$ cat src/rtl/pe_stream_pkg.sv
// Shared definitions for the tagged IFMap stream: tag codes, tag bit
// positions and the writer FSM state encoding.
package pe_stream_pkg;

   localparam logic [1:0] TAG_SOR    = 2'b10;
   localparam logic [1:0] TAG_EOR    = 2'b01;
   localparam logic [1:0] TAG_MID    = 2'b00;
   localparam logic [1:0] TAG_SINGLE = 2'b11;

   typedef enum logic [2:0] {
      ST_IDLE = 3'd0,
      ST_READ = 3'd1,
      ST_LOAD = 3'd2,
      ST_PUSH = 3'd3,
      ST_DONE = 3'd4
   } state_t;

   function automatic int sor_bit(int data_width);
      return data_width + 1;
   endfunction

   function automatic int eor_bit(int data_width);
      return data_width;
   endfunction

   // A one-word row is both first and last column, hence TAG_SINGLE.
   function automatic logic [1:0] word_tag(logic first_col, logic last_col);
      logic [1:0] tag;
      if (first_col && last_col)
         tag = TAG_SINGLE;
      else if (first_col)
         tag = TAG_SOR;
      else if (last_col)
         tag = TAG_EOR;
      else
         tag = TAG_MID;
      return tag;
   endfunction

endpackage

$ cat src/rtl/ifmap_stream_writer_if.sv
// Scratch RAM read port and circular-buffer write port seen by the writer.
interface ifmap_stream_writer_if #(
   parameter int DATA_WIDTH = 20,
   parameter int ADDR_WIDTH = 8
);
   logic                    mem_ren;
   logic [ADDR_WIDTH-1:0]   mem_addr;
   logic [DATA_WIDTH-1:0]   mem_rdata;
   logic                    buf_ready;
   logic                    buf_wen;
   logic [DATA_WIDTH+1:0]   buf_din;

   modport master (
      output mem_ren, mem_addr, buf_wen, buf_din,
      input  mem_rdata, buf_ready
   );

   modport slave (
      input  mem_ren, mem_addr, buf_wen, buf_din,
      output mem_rdata, buf_ready
   );
endinterface

$ cat src/rtl/row_col_counter.sv
// Column/row position of the word currently held by the writer, with
// first-column, last-column and last-word flags.
module row_col_counter #(
   parameter int LEN_WIDTH = 5
) (
   input  logic                 clk,
   input  logic                 rst,
   input  logic                 clear,
   input  logic                 advance,
   input  logic [LEN_WIDTH-1:0] row_len,
   input  logic [LEN_WIDTH-1:0] row_count,
   output logic                 first_col,
   output logic                 last_col,
   output logic                 last_word
);
   logic [LEN_WIDTH-1:0] col_reg;
   logic [LEN_WIDTH-1:0] row_reg;

   assign first_col = (col_reg == '0);
   assign last_col  = (col_reg == row_len - LEN_WIDTH'(1));
   assign last_word = last_col && (row_reg == row_count - LEN_WIDTH'(1));

   always_ff @(posedge clk) begin
      if (rst || clear) begin
         col_reg <= '0;
         row_reg <= '0;
      end else if (advance) begin
         if (last_col) begin
            col_reg <= '0;
            row_reg <= row_reg + LEN_WIDTH'(1);
         end else begin
            col_reg <= col_reg + LEN_WIDTH'(1);
         end
      end
   end
endmodule

$ cat src/rtl/ifmap_stream_writer.sv
// Streams row_count x row_len words from the scratch RAM into the IFMap
// circular buffer, tagging start/end of each row in the two MSBs.
module ifmap_stream_writer
   import pe_stream_pkg::*;
#(
   parameter int DATA_WIDTH = 20,
   parameter int ADDR_WIDTH = 8,
   parameter int LEN_WIDTH  = 5
) (
   input  logic                  clk,
   input  logic                  rst,
   input  logic                  start,
   input  logic [ADDR_WIDTH-1:0] base_addr,
   input  logic [LEN_WIDTH-1:0]  row_len,
   input  logic [LEN_WIDTH-1:0]  row_count,
   ifmap_stream_writer_if.master bus,
   output logic                  busy,
   output logic                  done
);
   localparam int SOR_POS = sor_bit(DATA_WIDTH);
   localparam int EOR_POS = eor_bit(DATA_WIDTH);

   state_t                state_reg, state_next;
   logic [ADDR_WIDTH-1:0] base_reg, offset_reg, next_addr;
   logic [LEN_WIDTH-1:0]  len_reg, count_reg;
   logic [DATA_WIDTH-1:0] hold_reg;
   logic [1:0]            tag_reg;
   logic                  clear, advance, first_col, last_col, last_word;
   logic                  mem_ren, buf_wen;
   logic [ADDR_WIDTH-1:0] mem_addr;
   logic [DATA_WIDTH+1:0] buf_din;

   row_col_counter #(.LEN_WIDTH(LEN_WIDTH)) u_counter (
      .clk       (clk),
      .rst       (rst),
      .clear     (clear),
      .advance   (advance),
      .row_len   (len_reg),
      .row_count (count_reg),
      .first_col (first_col),
      .last_col  (last_col),
      .last_word (last_word)
   );

   assign next_addr = base_reg + offset_reg + ADDR_WIDTH'(1);

   always_ff @(posedge clk) begin
      if (rst)
         state_reg <= ST_IDLE;
      else
         state_reg <= state_next;
   end

   always_comb begin
      state_next = state_reg;
      mem_ren    = 1'b0;
      mem_addr   = '0;
      buf_wen    = 1'b0;
      advance    = 1'b0;
      clear      = 1'b0;
      unique case (state_reg)
         ST_IDLE: begin
            if (start) begin
               clear      = 1'b1;
               state_next = (row_len == '0 || row_count == '0) ? ST_DONE : ST_READ;
            end
         end
         ST_READ: begin
            mem_ren    = 1'b1;
            mem_addr   = base_reg;
            state_next = ST_LOAD;
         end
         ST_LOAD: state_next = ST_PUSH;
         ST_PUSH: begin
            // The next RAM read overlaps the accepted write, giving 2 cycles/word.
            if (bus.buf_ready) begin
               buf_wen = 1'b1;
               advance = 1'b1;
               if (last_word) begin
                  state_next = ST_DONE;
               end else begin
                  mem_ren    = 1'b1;
                  mem_addr   = next_addr;
                  state_next = ST_LOAD;
               end
            end
         end
         ST_DONE: state_next = ST_IDLE;
         default: state_next = ST_IDLE;
      endcase
   end

   always_ff @(posedge clk) begin
      if (rst) begin
         base_reg   <= '0;
         offset_reg <= '0;
         len_reg    <= '0;
         count_reg  <= '0;
         hold_reg   <= '0;
         tag_reg    <= TAG_MID;
      end else begin
         if (state_reg == ST_IDLE && start) begin
            base_reg   <= base_addr;
            offset_reg <= '0;
            len_reg    <= row_len;
            count_reg  <= row_count;
         end
         if (state_reg == ST_LOAD) begin
            hold_reg <= bus.mem_rdata;
            tag_reg  <= word_tag(first_col, last_col);
         end
         if (state_reg == ST_PUSH && bus.buf_ready && !last_word)
            offset_reg <= offset_reg + ADDR_WIDTH'(1);
      end
   end

   always_comb begin
      buf_din                   = '0;
      buf_din[DATA_WIDTH-1:0]   = hold_reg;
      buf_din[SOR_POS]          = tag_reg[1];
      buf_din[EOR_POS]          = tag_reg[0];
   end

   assign busy = (state_reg == ST_READ) || (state_reg == ST_LOAD) || (state_reg == ST_PUSH);
   assign done = (state_reg == ST_DONE);

   assign bus.mem_ren  = mem_ren;
   assign bus.mem_addr = mem_addr;
   assign bus.buf_wen  = buf_wen;
   assign bus.buf_din  = buf_din;
endmodule

$ cat src/flat_wrapper.sv
// flat-port wrapper written by rule: the top's interface ports become plain ports
module ifmap_stream_writer_flat import pe_stream_pkg::*;
#(
   parameter int DATA_WIDTH = 20,
   parameter int ADDR_WIDTH = 8,
   parameter int LEN_WIDTH  = 5
)
  (clk, rst, start, base_addr, row_len, row_count, busy, done, bus_mem_ren, bus_mem_addr, bus_buf_wen, bus_buf_din, bus_mem_rdata, bus_buf_ready);
  ifmap_stream_writer_if #(.DATA_WIDTH(DATA_WIDTH), .ADDR_WIDTH(ADDR_WIDTH)) bus_i ();
  input  logic clk;
  input  logic rst;
  input  logic start;
  input  logic [ADDR_WIDTH-1:0] base_addr;
  input  logic [LEN_WIDTH-1:0] row_len;
  input  logic [LEN_WIDTH-1:0] row_count;
  output logic busy;
  output logic done;
  output wire logic [$bits(bus_i.mem_ren)-1:0] bus_mem_ren;
  output wire logic [$bits(bus_i.mem_addr)-1:0] bus_mem_addr;
  output wire logic [$bits(bus_i.buf_wen)-1:0] bus_buf_wen;
  output wire logic [$bits(bus_i.buf_din)-1:0] bus_buf_din;
  input wire logic [$bits(bus_i.mem_rdata)-1:0] bus_mem_rdata;
  input wire logic [$bits(bus_i.buf_ready)-1:0] bus_buf_ready;
  assign bus_mem_ren = bus_i.mem_ren;
  assign bus_mem_addr = bus_i.mem_addr;
  assign bus_buf_wen = bus_i.buf_wen;
  assign bus_buf_din = bus_i.buf_din;
  assign bus_i.mem_rdata = bus_mem_rdata;
  assign bus_i.buf_ready = bus_buf_ready;
  ifmap_stream_writer #(.DATA_WIDTH(DATA_WIDTH), .ADDR_WIDTH(ADDR_WIDTH), .LEN_WIDTH(LEN_WIDTH)) u_core (.clk(clk), .rst(rst), .start(start), .base_addr(base_addr), .row_len(row_len), .row_count(row_count), .bus(bus_i), .busy(busy), .done(done));
endmodule
$ cat config.mk
export PLATFORM = sky130hd
export DESIGN_NAME = ifmap_stream_writer_flat
export DESIGN_NICKNAME = d
export VERILOG_FILES = /design/src/rtl/pe_stream_pkg.sv /design/src/rtl/ifmap_stream_writer_if.sv /design/src/rtl/row_col_counter.sv /design/src/rtl/ifmap_stream_writer.sv /design/src/flat_wrapper.sv
export SDC_FILE = /design/constraint.sdc
export NUM_CORES = 1
export LEC_CHECK = 0
export CAP_MARGIN = 10
export CORE_MARGIN = 1
export CORE_UTILIZATION = 45
export CTS_CLUSTER_DIAMETER = 80
export DETAILED_ROUTE_END_ITERATION = 8
export HOLD_SLACK_MARGIN = 0.1
export PLACE_DENSITY = 0.85
export SKIP_CTS_REPAIR_TIMING = 1
export SLEW_MARGIN = 20
export SYNTH_ARGS = -nofsm -noshare
export SYNTH_HDL_FRONTEND = slang
export SYNTH_SLANG_ARGS = --single-unit
$ cat constraint.sdc
create_clock -name clk -period 2.7 [get_ports clk]
set_clock_uncertainty 0.15 [all_clocks]
set_input_delay 0.675 -clock clk [delete_from_list [all_inputs] [get_ports clk]]
set_output_delay 0.675 -clock clk [all_outputs]
set_load 0.01 [all_outputs]
-- Word level (Yosys, flattened, before mapping)
Cells that the tools add are included.
- bits of input ports: 42
- register bits: 61
- logic and storage cells: 62
- output and inout bits: 34
- $add $sub $neg: 7
- eq/ne operators: 8
- reductions and logical operators: 17
- muxes and demuxes: 21
- operators by type and width (cell ; count):
    2-to-1 mux 8 bit ; 4
    adder 8 x 1 -> 8 bit (second input constant) ; 2
    case mux 8 bit (2 select lines) ; 1
    logical NOT 5 bit ; 3
    2-to-1 mux 3 bit ; 4
    case mux 3 bit (4 select lines) ; 1
    adder 5 x 1 -> 5 bit (second input constant) ; 2
    equality test 5 bit ; 2
    subtractor 5 x 1 -> 5 bit (second input constant) ; 2
    adder 8 bit ; 1
    2-to-1 mux 1 bit ; 7
    equality test 3 x 2 -> 1 bit (second input constant) ; 2
    logical AND 1 bit ; 5
    2-to-1 mux 5 bit ; 1
    logical OR 1 bit ; 4
    2-to-1 mux 2 bit ; 2
    inequality test 2 bit (second input constant) ; 2
    AND reduction 2 bit ; 2
    equality test 3 x 1 -> 1 bit (second input constant) ; 1
    equality test 3 bit (second input constant) ; 1
    logical NOT 3 bit ; 1
    case mux 1 bit (2 select lines) ; 1
    nonzero test 2 bit ; 1
    logical NOT 1 bit ; 1

-- Depth between registers and ports, before layout
Gate-level depths: netlist of run 1.
- depth in word-level cells: 6
- depth in mapped cells: 10
- gate-level depth less buffers: 10

-- Modules after synthesis
Synthesis of run 1 repeated with hierarchy kept, for this count alone.
- cell total of the unflattened synthesis: 403
- area, all modules: 3156.8 um^2
- by module, submodules not included (module ; area an instance (um^2) ; cells an instance ; sequential area each (um^2) ; instances):
    ifmap_stream_writer ; 2383.5 ; 307 ; 1021.0 ; 1
    row_col_counter ; 773.2 ; 96 ; 200.2 ; 1

-- Worst setup path before layout of run 1
No wires, ideal clock.
- path kind: register to output
- start point: reg u_core.count_reg[0]
- end point: out bus_mem_addr[7]
- cell stages (with the launch flop): 10
- path slack: -0.005 ns
- required time: 1.875 ns
- path buffers: 1
- arrival time: 1.880 ns
- cell sequence: dfxtp_1 > inv_1 > ha_1 > and3_1 > o2bb2ai_1 > a2111oi_4 > a21boi_2 > buf_6 > nand2_1 > o221ai_1
- word-level cells in the longest chain between the ends: 6
- RTL lines (element ; RTL line ; text):
    from (decl) ; ifmap_stream_writer.sv:25 ; logic [LEN_WIDTH-1:0] len_reg, count_reg;
    from (signal assigned) ; ifmap_stream_writer.sv:106 ; count_reg <= row_count;
    subtractor 5 x 1 -> 5 bit ; row_col_counter.sv:21 ; assign last_word = last_col && (row_reg == row_count - LEN_WIDTH'(1));
    equality test 5 bit ; row_col_counter.sv:21 ;
    logical AND 1 bit ; row_col_counter.sv:21 ;
    2-to-1 mux 8 bit ; ifmap_stream_writer.sv:79 ; if (last_word) begin
    2-to-1 mux 8 bit ; ifmap_stream_writer.sv:76 ; if (bus.buf_ready) begin
    case mux 8 bit (2 select lines) ; ifmap_stream_writer.sv:61 ; unique case (state_reg)
    to (decl) ; flat_wrapper.sv:19 ; output wire logic [$bits(bus_i.mem_addr)-1:0] bus_mem_addr;
Every way passes these cells.

-- Final worst setup path of run 1
- start point: reg u_core.count_reg[1]
- end point: out bus_mem_addr[5]
The elaborated chain is that of the path after synthesis.

==> run summary, run 1 <==
The worst setup path endpoint is bus_mem_addr[5]. The startpoint identified for the worst register-to-register timing path is u_core.count_reg[1]$_SDFFE_PP0P_. Of the total synthesized cell area, the portion taken by AND, OR, NAND and NOR gates is 0.2536. The initial utilization of the core area, before any placement, comes to 0.4652.

The highest attainable clock frequency came out at 305.7 MHz. The register share of total power came out at 0.384. The required time of the worst setup path came out at 1.88 ns. The clock latency of the later-clocked register in the worst-skew pair is 0.35 ns. The area fraction in compound gates after synthesis is 0.1652. The cell area that synthesis handed to floorplanning was 3143 µm².

The minimum setup slack among reg-to-reg paths came out at 0 ns. The H-tree was split into 3 levels. Setup repair after global routing could not meet its margin everywhere. The number of distinct library cell variants in the gate-level netlist after synthesis is 52. The async set or reset register ratio after synthesis is 0.

The min-delay analysis places its worst path in the category reg2reg. The relative slew slack came out at 0.5334. The count of unresolved DRC violations after routing came out at 0. The synthesized-area fraction occupied by adder cells is 0.05812.

The most common cell in the synthesized netlist is nand2_1. The run finished, with violations left. The final reports fail on negative setup slack.

The minimum period implied by the final worst setup slack is 3.271 ns. The number of hold-slack violations in the final timing report is 0. The overall power of the completed layout is 0.002538 W.

The pin count of the biggest net entering global routing came out at 24. The largest driver fanout on the critical path came out at 6. Yosys attributes the largest share of cell area to dfxtp_1 39%, nand2_1 11%, a21oi_1 7.6%, ha_1 5.2%, xnor2_1 3.6%. The synthesized design spends more area on one cell type than any other, namely dfxtp_1. The slack of the critical path is -0.5710 ns. The count of cells along the worst register-to-register path is 12. Clock tree synthesis found a total of 61 sinks.

Counting instances in the post-synthesis netlist gives the leading cell types as 91 x nand2_1, 61 x dfxtp_1, 48 x a21oi_1, 25 x nor2_1. The share of the synthesized netlist area taken by xor and xnor gates is 0.07245. The wire length of the first global-routing pass came out at 14120 µm. The die outline height is 85.58 µm.

The number of flip-flops and latches in the synthesized netlist is 61. Of the total power, the share spent switching nets is 0.2499. The clock slew seen by the registers of the worst setup and hold paths came out at 0.07 ns. TritonCTS built the clock tree. The critical path's largest stage delay came out at 0.35 ns. Across the run, the number of max-cap violations was 0. Of the total power, combinational logic draws 0.180. The boundary pin count came out at 76. The core region is 6756 µm². The nature of the critical path endpoint is a primary output.

Setup violations remaining at the end of the flow were counted as 10. The weighted congestion at the end of routability-driven global placement came out at 0.8197. The register with the most flip-flops in the layout has 20 of them. The critical path starts at u_core.count_reg[1]$_SDFFE_PP0P_. For this run, the post-layout net count is 571.

The final antenna diode count came out at 0. The gate count of the mapped netlist is 395. The critical path in this run is classified as reg2out. The cell leakage power is 1.892 nW.

The number of global-route vias before repair is 3121. On the final layout, the worst hold slack is 0.3082 ns. The worst-path cell with the longest stage delay is a2111oi_4. The top flip-flop cell by instance count after synthesis is dfxtp_1.

The root buffer selected by CTS is clkbuf_8. The iteration-0 DRC count of the detailed router came out at 144. In this run the power spent charging and discharging nets is 0.0006342 W. The maximum VDD drop came out at 0.3910 mV.

The area added between synthesis and finish came out at 48.57%. The overall routed net length came out at 9413 µm. Traced cell by cell, the critical path runs through inv_1 > ha_4 > xor2_1 > nand2_1 > a2111oi_4 > a21boi_2 > buf_4 > buf_6 > a22oi_2 > nor2_1 > buf_2. The arrival time reported for the critical path endpoint came out at 2.45 ns. Of the cells placed in the final design, the portion with a size suffix greater than 1 is 0.2327. The detailed-router iteration count before antenna repair came out at 5. Row generation in the floorplan step produced 30 rows.

Port buffering added 75 buffers. After global routing the overflow that remains totals 0. Dividing the final minimum period by the clock period gives 1.211.

The detailed-route wire length per cell is 15.69 µm. The floorplan step set the die width to 85.58 µm. The actual transition at the worst max-transition pin came out at 0.7000 ns. The clock network power share came out at 0.436. Internal power comes to 0.001904 W. The per-instance average area after synthesis came out at 7.957 µm². The number of pins exceeding their max-slew limit in the final report came out at 0. The overall die area is 7323 µm².

When the netlist entered floorplanning its net count stood at 451. The via density per instance came out at 5.428. The area fraction of the dominant cell type after synthesis is 0.3885. The number of antenna violations at the first check in global routing is 0.

The count of flip-flops with a built-in enable after synthesis came out at 0. The estimated wirelength of the detail-placed design came out at 6226 µm. Of the post-synthesis cell area, the part taken by muxes is 0.009952. The sequential share of the synthesized area came out at 0.3885. Clock tree synthesis inserted a total of 9 buffers.

The maximum clock insertion buffer count is 2. The overall track demand over capacity in global routing is 0.2469. The power per cell area is 543.6 nW/µm². By area, the combinational part of the netlist is dominated by simple AND/OR/NAND/NOR gates. The final route contains 3257 vias.

In this run the critical register-to-register path is captured at u_core.offset_reg[2]$_SDFFE_PP0P_. The number of warnings issued by yosys is 0. The nature of the critical path startpoint is a register.

The count of nets left with antenna violations once routing finished came out at 0.
cell type report:
type	instances	area, µm²
well taps	80	100.1
fillers	510	2087
flip-flops and latches	61	1230
repair buffers	132	1142
clock inverters	6	133.9
multi-input cells	295	1866
inverters	16	60.06
clock buffers	10	137.6
cells in the final DEF (no fill, tap or decap), types with 4 or more instances in the layout:
master            n
nor3_1            7
bufinv_16         4
a22oi_2           5
ha_1             10
a21oi_1          45
nor3b_1           5
dfxtp_2           7
nand3_1           5
clkdlybuf4s50_1  64
xnor2_1          13
xor2_1           13
buf_4            54
and3_1            7
nand2_1          91
o41ai_1           4
dfxtp_1          54
o21ai_0           5
inv_1            13
clkbuf_8         10
nor2_1           23
buf_2            10
power groups by stage:
stage	sequential [W]	clock, W	combinational (W)
floorplan	0.00100	0	0.000201
global placement	0.000989	0	0.000411
detailed placement	0.000991	0	0.000422
CTS	0.000971	0.00110	0.000429
global route	0.000978	0.00115	0.000494
finish	0.000975	0.00111	0.000456
logic make-up (layout without fill, tap and decap cells):
group / count (synthesis) / after routing
compound gates: 82 / 82
flops: 61 / 61
simple gates: 170 / 170
buf+inv: 39 / 164
xor+xnor: 26 / 26
fa+ha+maj: 14 / 14
mux: 3 / 3
metal layers:
layer | vias up | track usage | wire length, µm
met2 | 94 | 0.4415 | 4930
met1 | 1552 | 0.2761 | 3855
met5 | - | 0 | 0
met4 | 0 | 0.1379 | 282
met3 | 26 | 0.04620 | 344
li1 | 1585 | - | -
worst max-delay path: cells and delay by family (launching register included):
kind | cells | cell delay (ns)
buf+inv | 4 | 0.52
flops | 1 | 0.33
xor+xnor | 1 | 0.15
simple gates | 2 | 0.20
compound gates | 3 | 0.65
fa+ha+maj | 1 | 0.26
metrics by stage:
step                      instance area [µm²]  setup TNS (ns)  instances  utilization  setup WS (ns)
after floorplan                          3143       -0.006113        395            -      -0.005383
after global placement                   4295          -5.996        581       0.6357        -0.7059
after detailed placement                 4295          -6.295        581       0.6357        -0.7358
after CTS                                4567          -7.969        597       0.6759         -1.013
after global routing                     4669          -4.706        600       0.6911        -0.6255
final                                    4669          -3.869        600       0.6911        -0.5710
how the worst min path moves through the flow:
stage | from | to | slack [ns] | cells after the start
after floorplan | u_core.count_reg[4]$_SDFFE_PP0P_ | u_core.count_reg[4]$_SDFFE_PP0P_ | 0.30 | 2
after global placement | u_core.tag_reg[1]$_SDFFE_PP0P_ | u_core.tag_reg[1]$_SDFFE_PP0P_ | 0.29 | 2
after detailed placement | u_core.hold_reg[11]$_SDFFE_PP0P_ | u_core.hold_reg[11]$_SDFFE_PP0P_ | 0.30 | 2
after CTS | u_core.hold_reg[15]$_SDFFE_PP0P_ | u_core.hold_reg[15]$_SDFFE_PP0P_ | 0.31 | 2
after global routing | u_core.hold_reg[5]$_SDFFE_PP0P_ | u_core.hold_reg[5]$_SDFFE_PP0P_ | 0.32 | 2
final | u_core.hold_reg[11]$_SDFFE_PP0P_ | u_core.hold_reg[11]$_SDFFE_PP0P_ | 0.31 | 2
(Power assumes the default switching activity.)
==> run 2, diff against run 1 <==
- MAX_ROUTING_LAYER: not set -> met4
==> run 2 against run 1 <==
Effect of this change:
- clock power barely moved
- critical path depth did not move
- non-clock buffer count did not move
- combinational power barely moved
- largest power group unchanged
- largest cell class unchanged
- register-to-register slack barely moved
- sequential power barely moved
- sequential cell count did not move
- routed wire length barely moved
- setup slack improved by 0.0062 ns
- sequential share of layout area did not move
- the flow still finishes with violations (negative setup slack)
- global-route usage rose by 0.73 points
==> run summary, run 2 (same netlist as run 1, synthesis figures left out) <==
The flow ran to the end, but the final reports show violations. The checks that failed: negative setup slack. The placement row count came out at 30 (unchanged). The power per cell area came out at 543.0 nW/µm² (about the same).

The root buffer selected by CTS is clkbuf_8. The clock latency of the later-clocked register in the worst-skew pair is 0.34 ns (about the same). The via density per instance is 5.442 (+0.25%). The critical path's largest stage delay came out at 0.35 ns (about the same). The kind of cell with the highest combined delay along the critical path is compound AO/OA/AOI/OAI gates. STA classifies the critical path startpoint as a register. The internal power of the cells is 0.001904 W (about the same).

The die outline height came to 85.58 µm (unchanged). The overall track demand over capacity in global routing was 0.2542 (+0.007255). The arrival time reported for the critical path endpoint came out at 2.44 ns (about the same). TritonCTS built the clock tree. The flip-flop count of the largest register, all copies and words added is 20 (unchanged). The setup TNS after final layout is -3.815 ns (+0.05400 ns). The number of hold-slack violations in the final timing report came out at 0 (unchanged). The overall die width is 85.58 µm (unchanged).

The top cell types in the final layout, fill and taps aside, are 91 x nand2_1, 64 x clkdlybuf4s50_1, 54 x buf_4, 54 x dfxtp_1, 45 x a21oi_1. The largest driver fanout on the critical path came out at 6 (unchanged). The number of global-route vias before repair was 3118 (-0.096%). The number of nets in the layout is 571 (unchanged). The total of buffers placed on input and output ports came to 75 (unchanged). The count of placed standard cells including taps came out at 581 (unchanged). The actual transition at the worst max-transition pin is 0.7059 ns (+0.005898 ns). The final core utilization is 0.6911 (unchanged). The overall routed net length is 9409 µm (about the same). The number of antenna violations at the first check in global routing is 0 (unchanged).

The overall power of the completed layout is 0.002536 W (about the same). The switching fraction of total power is 0.2491 (-0.0007802). The signal on the critical path passes through inv_1 > ha_4 > xor2_1 > nand2_1 > a2111oi_4 > a21boi_2 > buf_4 > buf_6 > a22oi_2 > nor2_1 > buf_2. The relative slew slack was 0.5294 (-0.003933). The switching power total came to 0.0006316 W (-0.41%).

The maximum VDD drop came out at 0.3917 mV (+0.19%). The period utilization came out at 1.209 (-0.002292). The number of pins exceeding their max-slew limit in the final report came out at 0 (unchanged).

The boundary pin count is 76 (unchanged). The detailed-router iteration count before antenna repair came out at 4 (-1). The iteration-0 DRC count of the detailed router is 154 (+6.9%). The overall die area came out at 7323 µm² (unchanged). The pin count of the biggest net entering global routing came out at 24 (unchanged).

The core box area came to 6756 µm² (unchanged). In this run the worst hold path is classified as reg2reg. The clock network power share came out at 0.436 (about the same). The area added between synthesis and finish came to 48.57% (unchanged).

The register share of total power was 0.384 (about the same). The non-filler instance count after layout is 600 (unchanged). The cell leakage power is 1.892 nW (unchanged). The number of buffers added by the clock tree synthesis step came out at 9 (unchanged). The detailed-route wire length per cell came out at 15.68 µm (about the same). The number of max-cap violations came to 0 (unchanged).

The minimum period implied by the final worst setup slack is 3.265 ns (-0.006189 ns). The proportion of layout cells with a drive suffix above 1 was 0.2327 (unchanged). The placed standard-cell area came out at 4295 µm² (unchanged). The highest attainable clock frequency is 306.3 MHz (+0.19%). The number of nets still failing antenna checks after routing came to 0 (unchanged). The most common cell after layout, fill and taps aside is nand2_1. The initial cell density of the core is 0.4652 (unchanged). The final design area excluding fillers is 4669 µm² (unchanged). The clock slew seen by the registers of the worst setup and hold paths is 0.07 ns (about the same). The wire length of the first global-routing pass was 14120 µm (unchanged).

The combinational cell fraction of total power is 0.180 (about the same). The final antenna diode count is 0 (unchanged). The total buffers and inverters traversed by the critical path is 4 (unchanged). The weighted congestion at the end of routability-driven global placement came to 0.8320 (+1.5%).

The worst-path cell with the longest stage delay is a2111oi_4. The maximum clock insertion buffer count came out at 2 (unchanged). The routed via count is 3265 (+0.25%). The category of the most critical setup path is reg2out.

The H-tree depth is 3 (unchanged). The layout filler cell count came out at 510 (unchanged). The slack of the critical path is -0.5648 ns (+0.006189 ns). The worst setup path is captured at a primary output. The count of final setup violators is 9 (-1).

The number of sinks on the clock net is 61 (unchanged). The total grt overflow came to 0 (unchanged). The required time of the worst setup path is 1.88 ns (about the same).

The count of unresolved DRC violations after routing is 0 (unchanged). The estimated wirelength of the detail-placed design is 6226 µm (unchanged). Setup repair after global routing could not meet its margin everywhere.
==> run 2: cell counts in the layout (fill, tap and decap cells not counted) <==
Identical to the previous run, type by type.
==> run 2: path summary, 6_finish.rpt <==
path / start / to / slack (ns) / depth (start not counted)
max: u_core.count_reg[1]$_SDFFE_PP0P_ / bus_mem_addr[5] / -0.56 / 11
min: u_core.hold_reg[15]$_SDFFE_PP0P_ / u_core.hold_reg[15]$_SDFFE_PP0P_ / 0.31 / 2
max reg2reg: u_core.count_reg[1]$_SDFFE_PP0P_ / u_core.offset_reg[2]$_SDFFE_PP0P_ / 0 / 12
min reg2reg: u_core.hold_reg[15]$_SDFFE_PP0P_ / u_core.hold_reg[15]$_SDFFE_PP0P_ / 0.31 / 2
==> run 2: through the flow <==
step | setup WS (ns) | hold slack [ns]
detailed placement | -0.7358 | 0.2984
CTS | -1.013 | 0.3079
finish | -0.5648 | 0.3077
floorplan | -0.005383 | 0.2988
global route | -0.6292 | 0.3250
global placement | -0.7059 | 0.2921
==> run 2: per-layer routing <==
layer / part of all wire / up-vias / wire length [µm] / global-route usage
met4: 0.030 / 0 / 280 / 0.1379
met5: 0 / - / 0 / -
met3: 0.049 / 31 / 461 / 0.03754
met2: 0.52 / 113 / 4873 / 0.4400
met1: 0.40 / 1539 / 3794 / 0.2822
li1: - / 1582 / - / -
==> run 2: worst reg2reg max path: cells and delay by family (launching register included) <==
kind / cells / cell delay, ns
buffers and inverters: 5 / 0.64
AND/OR/NAND/NOR: 3 / 0.59
AO/OA/AOI/OAI: 2 / 0.47
flip-flops: 1 / 0.33
adder cells (fa/ha/maj): 1 / 0.26
XOR/XNOR: 1 / 0.15
==> run 2: layout make-up <==
cell class | instances | area (µm²) | share of cell area
Multi-Input combinational cell | 295 | 1866 | 0.3995
Clock inverter | 6 | 133.9 | 0.02867
Timing Repair Buffer | 132 | 1142 | 0.2446
Inverter | 16 | 60.06 | 0.01286
Clock buffer | 10 | 137.6 | 0.02947
Tap cell | 80 | 100.1 | 0.02144
Sequential cell | 61 | 1230 | 0.2634
==> run 2: power by group through the flow <==
stage | Clock (W) | Combinational, W | Sequential (W)
finish | 0.00111 | 0.000456 | 0.000975
floorplan | 0 | 0.000201 | 0.00100
detailed placement | 0 | 0.000422 | 0.000991
global placement | 0 | 0.000411 | 0.000989
global route | 0.00115 | 0.000494 | 0.000978
CTS | 0.00110 | 0.000429 | 0.000971
==> run 3, diff against run 2 <==
- CTS_CLUSTER_DIAMETER: 80 -> not set
==> results of run 3 <==
The final DEF is identical to that of run 2; final timing and power are the same.
